### src/rtl/count_share_arb_if.sv
// Core-side and counter-side signal bundle for count_share_arb.
// COUNT_SHARE_SAT_EN adds the sat completion flag.
interface count_share_arb_if #(
  parameter int unsigned NREQ = 4,
  parameter int unsigned W    = 16
);
  logic [NREQ-1:0]   req;
  logic [2*NREQ-1:0] op;
  logic [W*NREQ-1:0] wdata;
  logic [NREQ-1:0]   ack;
  logic [W-1:0]      rdata;
  logic              busy;
  logic [W-1:0]      cnt_q;
  logic [W-1:0]      cnt_d;
  logic              cnt_load;
  logic              cnt_inc;
`ifdef COUNT_SHARE_SAT_EN
  logic              sat;

  modport master (
    output req, op, wdata, cnt_q,
    input  ack, rdata, busy, cnt_d, cnt_load, cnt_inc, sat
  );

  modport slave (
    input  req, op, wdata, cnt_q,
    output ack, rdata, busy, cnt_d, cnt_load, cnt_inc, sat
  );
`else
  modport master (
    output req, op, wdata, cnt_q,
    input  ack, rdata, busy, cnt_d, cnt_load, cnt_inc
  );

  modport slave (
    input  req, op, wdata, cnt_q,
    output ack, rdata, busy, cnt_d, cnt_load, cnt_inc
  );
`endif
endinterface

### src/rtl/count_share_arb.sv
// Round-robin sequencer sharing one loadable up-counter between NREQ cores (READ/FETCH-INC/SWAP).
// Define COUNT_SHARE_SAT_EN to make FETCH-INC saturate at all-ones and flag it on sat.
module count_share_arb #(
  parameter int unsigned NREQ = 4,
  parameter int unsigned W    = 16
) (
  input logic              CLK,
  input logic              RST,
  count_share_arb_if.slave bus
);

  localparam int unsigned IW = (NREQ > 1) ? $clog2(NREQ) : 1;

  typedef enum logic [1:0] {StIdle, StIssue, StResp} state_e;
  typedef enum logic [1:0] {OpRead = 2'b00, OpFinc = 2'b01, OpSwap = 2'b10, OpRead3 = 2'b11} op_e;

  state_e          state_q, state_d;
  logic [IW-1:0]   rr_ptr_q, rr_ptr_d;
  logic [IW-1:0]   gnt_q, gnt_d;
  logic [NREQ-1:0] ack_q, ack_d;
  logic [W-1:0]    rdata_q, rdata_d;
  logic [W-1:0]    cnt_d_q, cnt_d_d;
  logic            busy_q, busy_d;
  logic            load_q, load_d;
  logic            inc_q, inc_d;
`ifdef COUNT_SHARE_SAT_EN
  logic            sat_pend_q, sat_pend_d;
  logic            sat_q, sat_d;
`endif

  // Per-core views of the packed opcode and write-data buses
  logic [1:0]   op_arr [NREQ];
  logic [W-1:0] wd_arr [NREQ];

  for (genvar i = 0; i < NREQ; i++) begin : g_unpack
    assign op_arr[i] = bus.op[2*i +: 2];
    assign wd_arr[i] = bus.wdata[W*i +: W];
  end

  // First requester at or after rr_ptr, wrapping modulo NREQ
  logic          gnt_vld;
  logic [IW-1:0] gnt_idx;
  logic [IW-1:0] scan_idx;
  int unsigned   scan;

  always_comb begin
    gnt_vld  = 1'b0;
    gnt_idx  = '0;
    scan     = 0;
    scan_idx = '0;
    for (int unsigned i = 0; i < NREQ; i++) begin
      scan     = (32'(rr_ptr_q) + i) % NREQ;
      scan_idx = IW'(scan);
      if (!gnt_vld && bus.req[scan_idx]) begin
        gnt_vld = 1'b1;
        gnt_idx = scan_idx;
      end
    end
  end

  op_e gnt_op;
  assign gnt_op = op_e'(op_arr[gnt_idx]);

  always_comb begin
    state_d  = state_q;
    rr_ptr_d = rr_ptr_q;
    gnt_d    = gnt_q;
    ack_d    = '0;
    rdata_d  = rdata_q;
    cnt_d_d  = cnt_d_q;
    busy_d   = busy_q;
    load_d   = 1'b0;
    inc_d    = 1'b0;
`ifdef COUNT_SHARE_SAT_EN
    sat_pend_d = sat_pend_q;
    sat_d      = 1'b0;
`endif

    unique case (state_q)
      StIdle: begin
        if (gnt_vld) begin
          state_d = StIssue;
          busy_d  = 1'b1;
          gnt_d   = gnt_idx;
`ifdef COUNT_SHARE_SAT_EN
          sat_pend_d = 1'b0;
`endif
          // Strobes are registered, so they are decided here to be live for all of ISSUE.
          // Only this block moves the counter, so cnt_q here equals cnt_q during ISSUE.
          case (gnt_op)
            OpFinc: begin
`ifdef COUNT_SHARE_SAT_EN
              if (bus.cnt_q == {W{1'b1}}) begin
                sat_pend_d = 1'b1;
              end else begin
                inc_d = 1'b1;
              end
`else
              inc_d = 1'b1;
`endif
            end
            OpSwap: begin
              load_d  = 1'b1;
              cnt_d_d = wd_arr[gnt_idx];
            end
            default: ;
          endcase
        end
      end
      StIssue: begin
        state_d        = StResp;
        ack_d[gnt_q]   = 1'b1;
        rdata_d        = bus.cnt_q;
`ifdef COUNT_SHARE_SAT_EN
        sat_d = sat_pend_q;
`endif
      end
      StResp: begin
        state_d  = StIdle;
        busy_d   = 1'b0;
        rr_ptr_d = (gnt_q == IW'(NREQ - 1)) ? '0 : gnt_q + 1'b1;
      end
      default: state_d = StIdle;
    endcase
  end

  always_ff @(posedge CLK) begin
    if (RST) begin
      state_q  <= StIdle;
      rr_ptr_q <= '0;
      gnt_q    <= '0;
      ack_q    <= '0;
      rdata_q  <= '0;
      cnt_d_q  <= '0;
      busy_q   <= 1'b0;
      load_q   <= 1'b0;
      inc_q    <= 1'b0;
`ifdef COUNT_SHARE_SAT_EN
      sat_pend_q <= 1'b0;
      sat_q      <= 1'b0;
`endif
    end else begin
      state_q  <= state_d;
      rr_ptr_q <= rr_ptr_d;
      gnt_q    <= gnt_d;
      ack_q    <= ack_d;
      rdata_q  <= rdata_d;
      cnt_d_q  <= cnt_d_d;
      busy_q   <= busy_d;
      load_q   <= load_d;
      inc_q    <= inc_d;
`ifdef COUNT_SHARE_SAT_EN
      sat_pend_q <= sat_pend_d;
      sat_q      <= sat_d;
`endif
    end
  end

  assign bus.ack      = ack_q;
  assign bus.rdata    = rdata_q;
  assign bus.busy     = busy_q;
  assign bus.cnt_d    = cnt_d_q;
  assign bus.cnt_load = load_q;
  assign bus.cnt_inc  = inc_q;
`ifdef COUNT_SHARE_SAT_EN
  assign bus.sat      = sat_q;
`endif

endmodule

### src/flat_wrapper.sv
// flat-port wrapper written by rule: the top's interface ports become plain ports
module count_share_arb_flat 
#(
  parameter int unsigned NREQ = 4,
  parameter int unsigned W    = 16
)
  (CLK, RST, bus_req, bus_op, bus_wdata, bus_cnt_q, bus_ack, bus_rdata, bus_busy, bus_cnt_d, bus_cnt_load, bus_cnt_inc);
  count_share_arb_if #(.NREQ(NREQ), .W(W)) bus_i ();
  input logic CLK;
  input logic RST;
  input wire logic [$bits(bus_i.req)-1:0] bus_req;
  input wire logic [$bits(bus_i.op)-1:0] bus_op;
  input wire logic [$bits(bus_i.wdata)-1:0] bus_wdata;
  input wire logic [$bits(bus_i.cnt_q)-1:0] bus_cnt_q;
  output wire logic [$bits(bus_i.ack)-1:0] bus_ack;
  output wire logic [$bits(bus_i.rdata)-1:0] bus_rdata;
  output wire logic [$bits(bus_i.busy)-1:0] bus_busy;
  output wire logic [$bits(bus_i.cnt_d)-1:0] bus_cnt_d;
  output wire logic [$bits(bus_i.cnt_load)-1:0] bus_cnt_load;
  output wire logic [$bits(bus_i.cnt_inc)-1:0] bus_cnt_inc;
  assign bus_i.req = bus_req;
  assign bus_i.op = bus_op;
  assign bus_i.wdata = bus_wdata;
  assign bus_i.cnt_q = bus_cnt_q;
  assign bus_ack = bus_i.ack;
  assign bus_rdata = bus_i.rdata;
  assign bus_busy = bus_i.busy;
  assign bus_cnt_d = bus_i.cnt_d;
  assign bus_cnt_load = bus_i.cnt_load;
  assign bus_cnt_inc = bus_i.cnt_inc;
  count_share_arb #(.NREQ(NREQ), .W(W)) u_core (.CLK(CLK), .RST(RST), .bus(bus_i));
endmodule
### config.mk
export PLATFORM = sky130hd
export DESIGN_NAME = count_share_arb_flat
export DESIGN_NICKNAME = d
export VERILOG_FILES = /design/src/rtl/count_share_arb_if.sv /design/src/rtl/count_share_arb.sv /design/src/flat_wrapper.sv
export SDC_FILE = /design/constraint.sdc
export NUM_CORES = 1
export LEC_CHECK = 0
export ABC_AREA = 0
export BUFFER_PORTS_ARGS = -buffer_cell sky130_fd_sc_hd__buf_2
export CORE_UTILIZATION = 35
export CTS_CLUSTER_SIZE = 16
export DETAILED_ROUTE_END_ITERATION = 7
export PLACE_DENSITY = 0.65
export SLEW_MARGIN = 40
export SYNTH_ARGS = -nofsm -noshare
export SYNTH_HDL_FRONTEND = slang
export SYNTH_SLANG_ARGS = --single-unit
### constraint.sdc
create_clock -name CLK -period 5.01 [get_ports CLK]
set_clock_uncertainty 0.15 [all_clocks]
set_input_delay 0.501 -clock CLK [delete_from_list [all_inputs] [get_ports CLK]]
set_output_delay 0.501 -clock CLK [all_outputs]
set_load 0.005 [all_outputs]
==> impl_metrics.toml <==
[pwr]
power_uw = 825
ir_drop_mv = 0.174
p_leak_nw = 1.40
power.density_mw_per_mm2 = 257

[yosys]
synth_top_family_by_area = "simple AND/OR/NAND/NOR gates"
async_flop_share_pct = 0
ys_warn_count = 0
synth-edff-count = 0
synth.avg_cell_area_um2 = 8.26
synth_area_mm2 = 0.00244
synth_fp_nets = 393
synthCells = 295
synth_compound_area_share_pct = 25.2
synth_xor_xnor_area_share_pct = 0
synth_top_area_share_pct = 37.0
synthFlopType = "dfxtp_1"
synth_fa_ha_area_share_pct = 2.05
synth-seq-cells = 45
synth_cell_type_count = 29
synth-simple-area-share_pct = 26.1
synthTopCellsByCount = "dfxtp_1 (45), a21oi_1 (33), nand2_1 (33)"
ys_top_cells_by_area = "dfxtp_1 (37%), a211oi_1 (9.9%), nor3b_1 (9.9%)"
yosysMostFrequentCell = "dfxtp_1"
ys_seq_area_share_pct = 37.0
synth_mux_area_share_pct = 3.75
synth.largest_area_cell = "dfxtp_1"

[die]
io_pins = 133
dieWidth_um = 85.5
start_util_pct = 36.1
fp.dieH_um = 85.5
coreArea_mm2 = 0.00676
num_rows = 30
die_area_mm2 = 0.00730

[critical_path]
critical-path-max-stage-delay_ns = 0.57
crit_type = "reg -> reg"
worst_ep_arrival_time_ns = 2.94
crit_path_end_kind = "flop"
crit_slowest_cell = "a211o_2"
crit_path_start_kind = "flop"
r2r-start = "u_core.rr_ptr_q[1]"
crit_path_cell_trace = "nand2_1, a311oi_4, buf_4, o21ai_1, a211o_2, a211o_1, a21oi_1"
cp_top_family = "compound AO/OA/AOI/OAI gates"
crit_required_ns = 5.07
worstPathMaxFanout = 32
path_buf_inv = 1
crit_start = "u_core.rr_ptr_q[1]"

[routing]
finalWirelength_um = 7240
drc = 0
wl_per_cell_um = 14.8
num_vias = 2537
ant_nets = 0
drt_iter0_markers = 201
via_per_inst = 5.18
dr.pass1.iters = 4

[placement]
placed_cells = 481
dp_hpwl_um = 5190
io_buffers = 132
gp_congestion = 0.831
post-place-ws_ns = 1.61

[sta]
maxSlewHeadroom_pct = 46.6
fmax_ghz = 0.347
tns_ns = 0
setup_viol = 0
tightest_slew_ns = 0.801
finalHoldViolations = 0
rsz0062_at_grt = "no"
setup_slack_ns = 2.13
post-route-period-util_pct = 57.5
fin_hold_ws_ns = 0.295
post-route-min-period_ns = 2.88
slew_viol_final = 0

[hold_path]
hold_path.class = "in -> reg"
min_from = "bus_cnt_q[0]"

[grt]
grt-ovfl-total = 0
grt_pass1_wl_um = 11400
grt_max_degree = 41
antenna_found_initial = 0
grtUsageTotal_pct = 19.4
grt_pass1_vias = 2288

[outcome]
outcome = "finished clean"

[clock_tree]
cts_max_level = 2
cts.sinks = 45
cts-resized-gates = 0
cts_tree = "done"
cts_setup_buffers = 0
clk_path_buf_depth = 2
clk_latency_ns = 0.28
hold_buffers = 0
clk_pin_slew_worst_paths_ns = 0.08
cts_buffers = 5
clockRootBuffer = "clkbuf_8"

[final_layout]
num-nets-final = 507
final.fill_count = 663
drive_above_1_share_pct = 37.1
area_delta_synth_final_pct = 31.7
antenna_cells = 0
ff_latch_area_um2 = 901
multi_input_area_mm2 = 0.00143
finalNonFillerCells = 490

[flow_run]
maxCapViolCount = 0
[flip-flops by register name, indices dropped and copies added, names as in the netlist]
signal	flops
u_core.gnt_q	2
u_core.bus.cnt_inc	1
u_core.state_q	2
u_core.bus.rdata	16
u_core.bus.ack	4
u_core.rr_ptr_q	2
u_core.bus.busy	1
u_core.bus.cnt_load	1
u_core.bus.cnt_d	16
[where the power goes]
| part | internal (mW) | switching (mW) | total, mW |
|---|---|---|---|
| clock | 0.0992 | 0.114 | 0.213 |
| sequential | 0.383 | 0.0160 | 0.399 |
| combinational | 0.0963 | 0.117 | 0.214 |
[logic make-up after synthesis]
group	Yosys count
buffers and inverters	32
and+or+nand+nor	116
DFF	45
AOI/OAI and AO/OA	89
muxes	9
adders and majority gates	4
[worst paths after layout]
check / to / slack [ns] / cells past startpoint
max: u_core.bus.cnt_d[3] / 2.13 / 7
min: u_core.bus.rdata[0] / 0.30 / 3
max reg2reg: u_core.bus.cnt_d[3] / 2.13 / 7
min reg2reg: u_core.bus.rdata[11] / 0.30 / 2
[layout by cell type, fill, tap and decap left out, types with 2 or more instances in the layout]
master      n
nor2_1     13
nand2b_1    3
nor3b_1    32
nor4_1      2
clkbuf_8    5
a211oi_1   32
nor2b_1     3
mux2i_1     8
clkbuf_1    3
buf_2     132
buf_4       4
and2_1      4
o21ai_1     2
or4b_1      2
ha_1        4
a211o_2     2
nand2_1    33
inv_1       3
dfxtp_1    45
a21oi_2     3
a21oi_1    32
nand3_1    16
a211o_1    16
[area by class of cell]
type | count | share of cell area [%]
Clock buffer | 8 | 2.50
Multi-Input combinational cell | 218 | 44.4
Tap cell | 80 | 3.12
Inverter | 3 | 0.351
Sequential cell | 45 | 28.1
Timing Repair Buffer | 136 | 21.5
[worst min-delay path, delay by kind of cell]
kind / cells / cell delay (ns)
buffers and inverters: 1 / 0.10
AOI/OAI and AO/OA: 1 / 0.05
and+or+nand+nor: 1 / 0.04
[per-stage QoR]
step / util (%) / instance area [um2]
final: 47.5 / 3210
after global routing: 47.5 / 3210
after CTS: 47.3 / 3190
after detailed placement: 46.1 / 3110
after global placement: 46.0 / 3110
after floorplan: - / 2440
[per-layer routing]
metal  track usage (%)  routed length (um)  share of wire [%]  up-vias
li1                  -                   -                  -     1299
met1              27.5                3420                 47     1129
met2              28.1                3130                 43       97
met3              5.54                 575                7.9       12
met4              6.52                 114                1.6        0
met5                 0                   0                  0        -
Note: power is estimated with default switching activity, not from simulation.
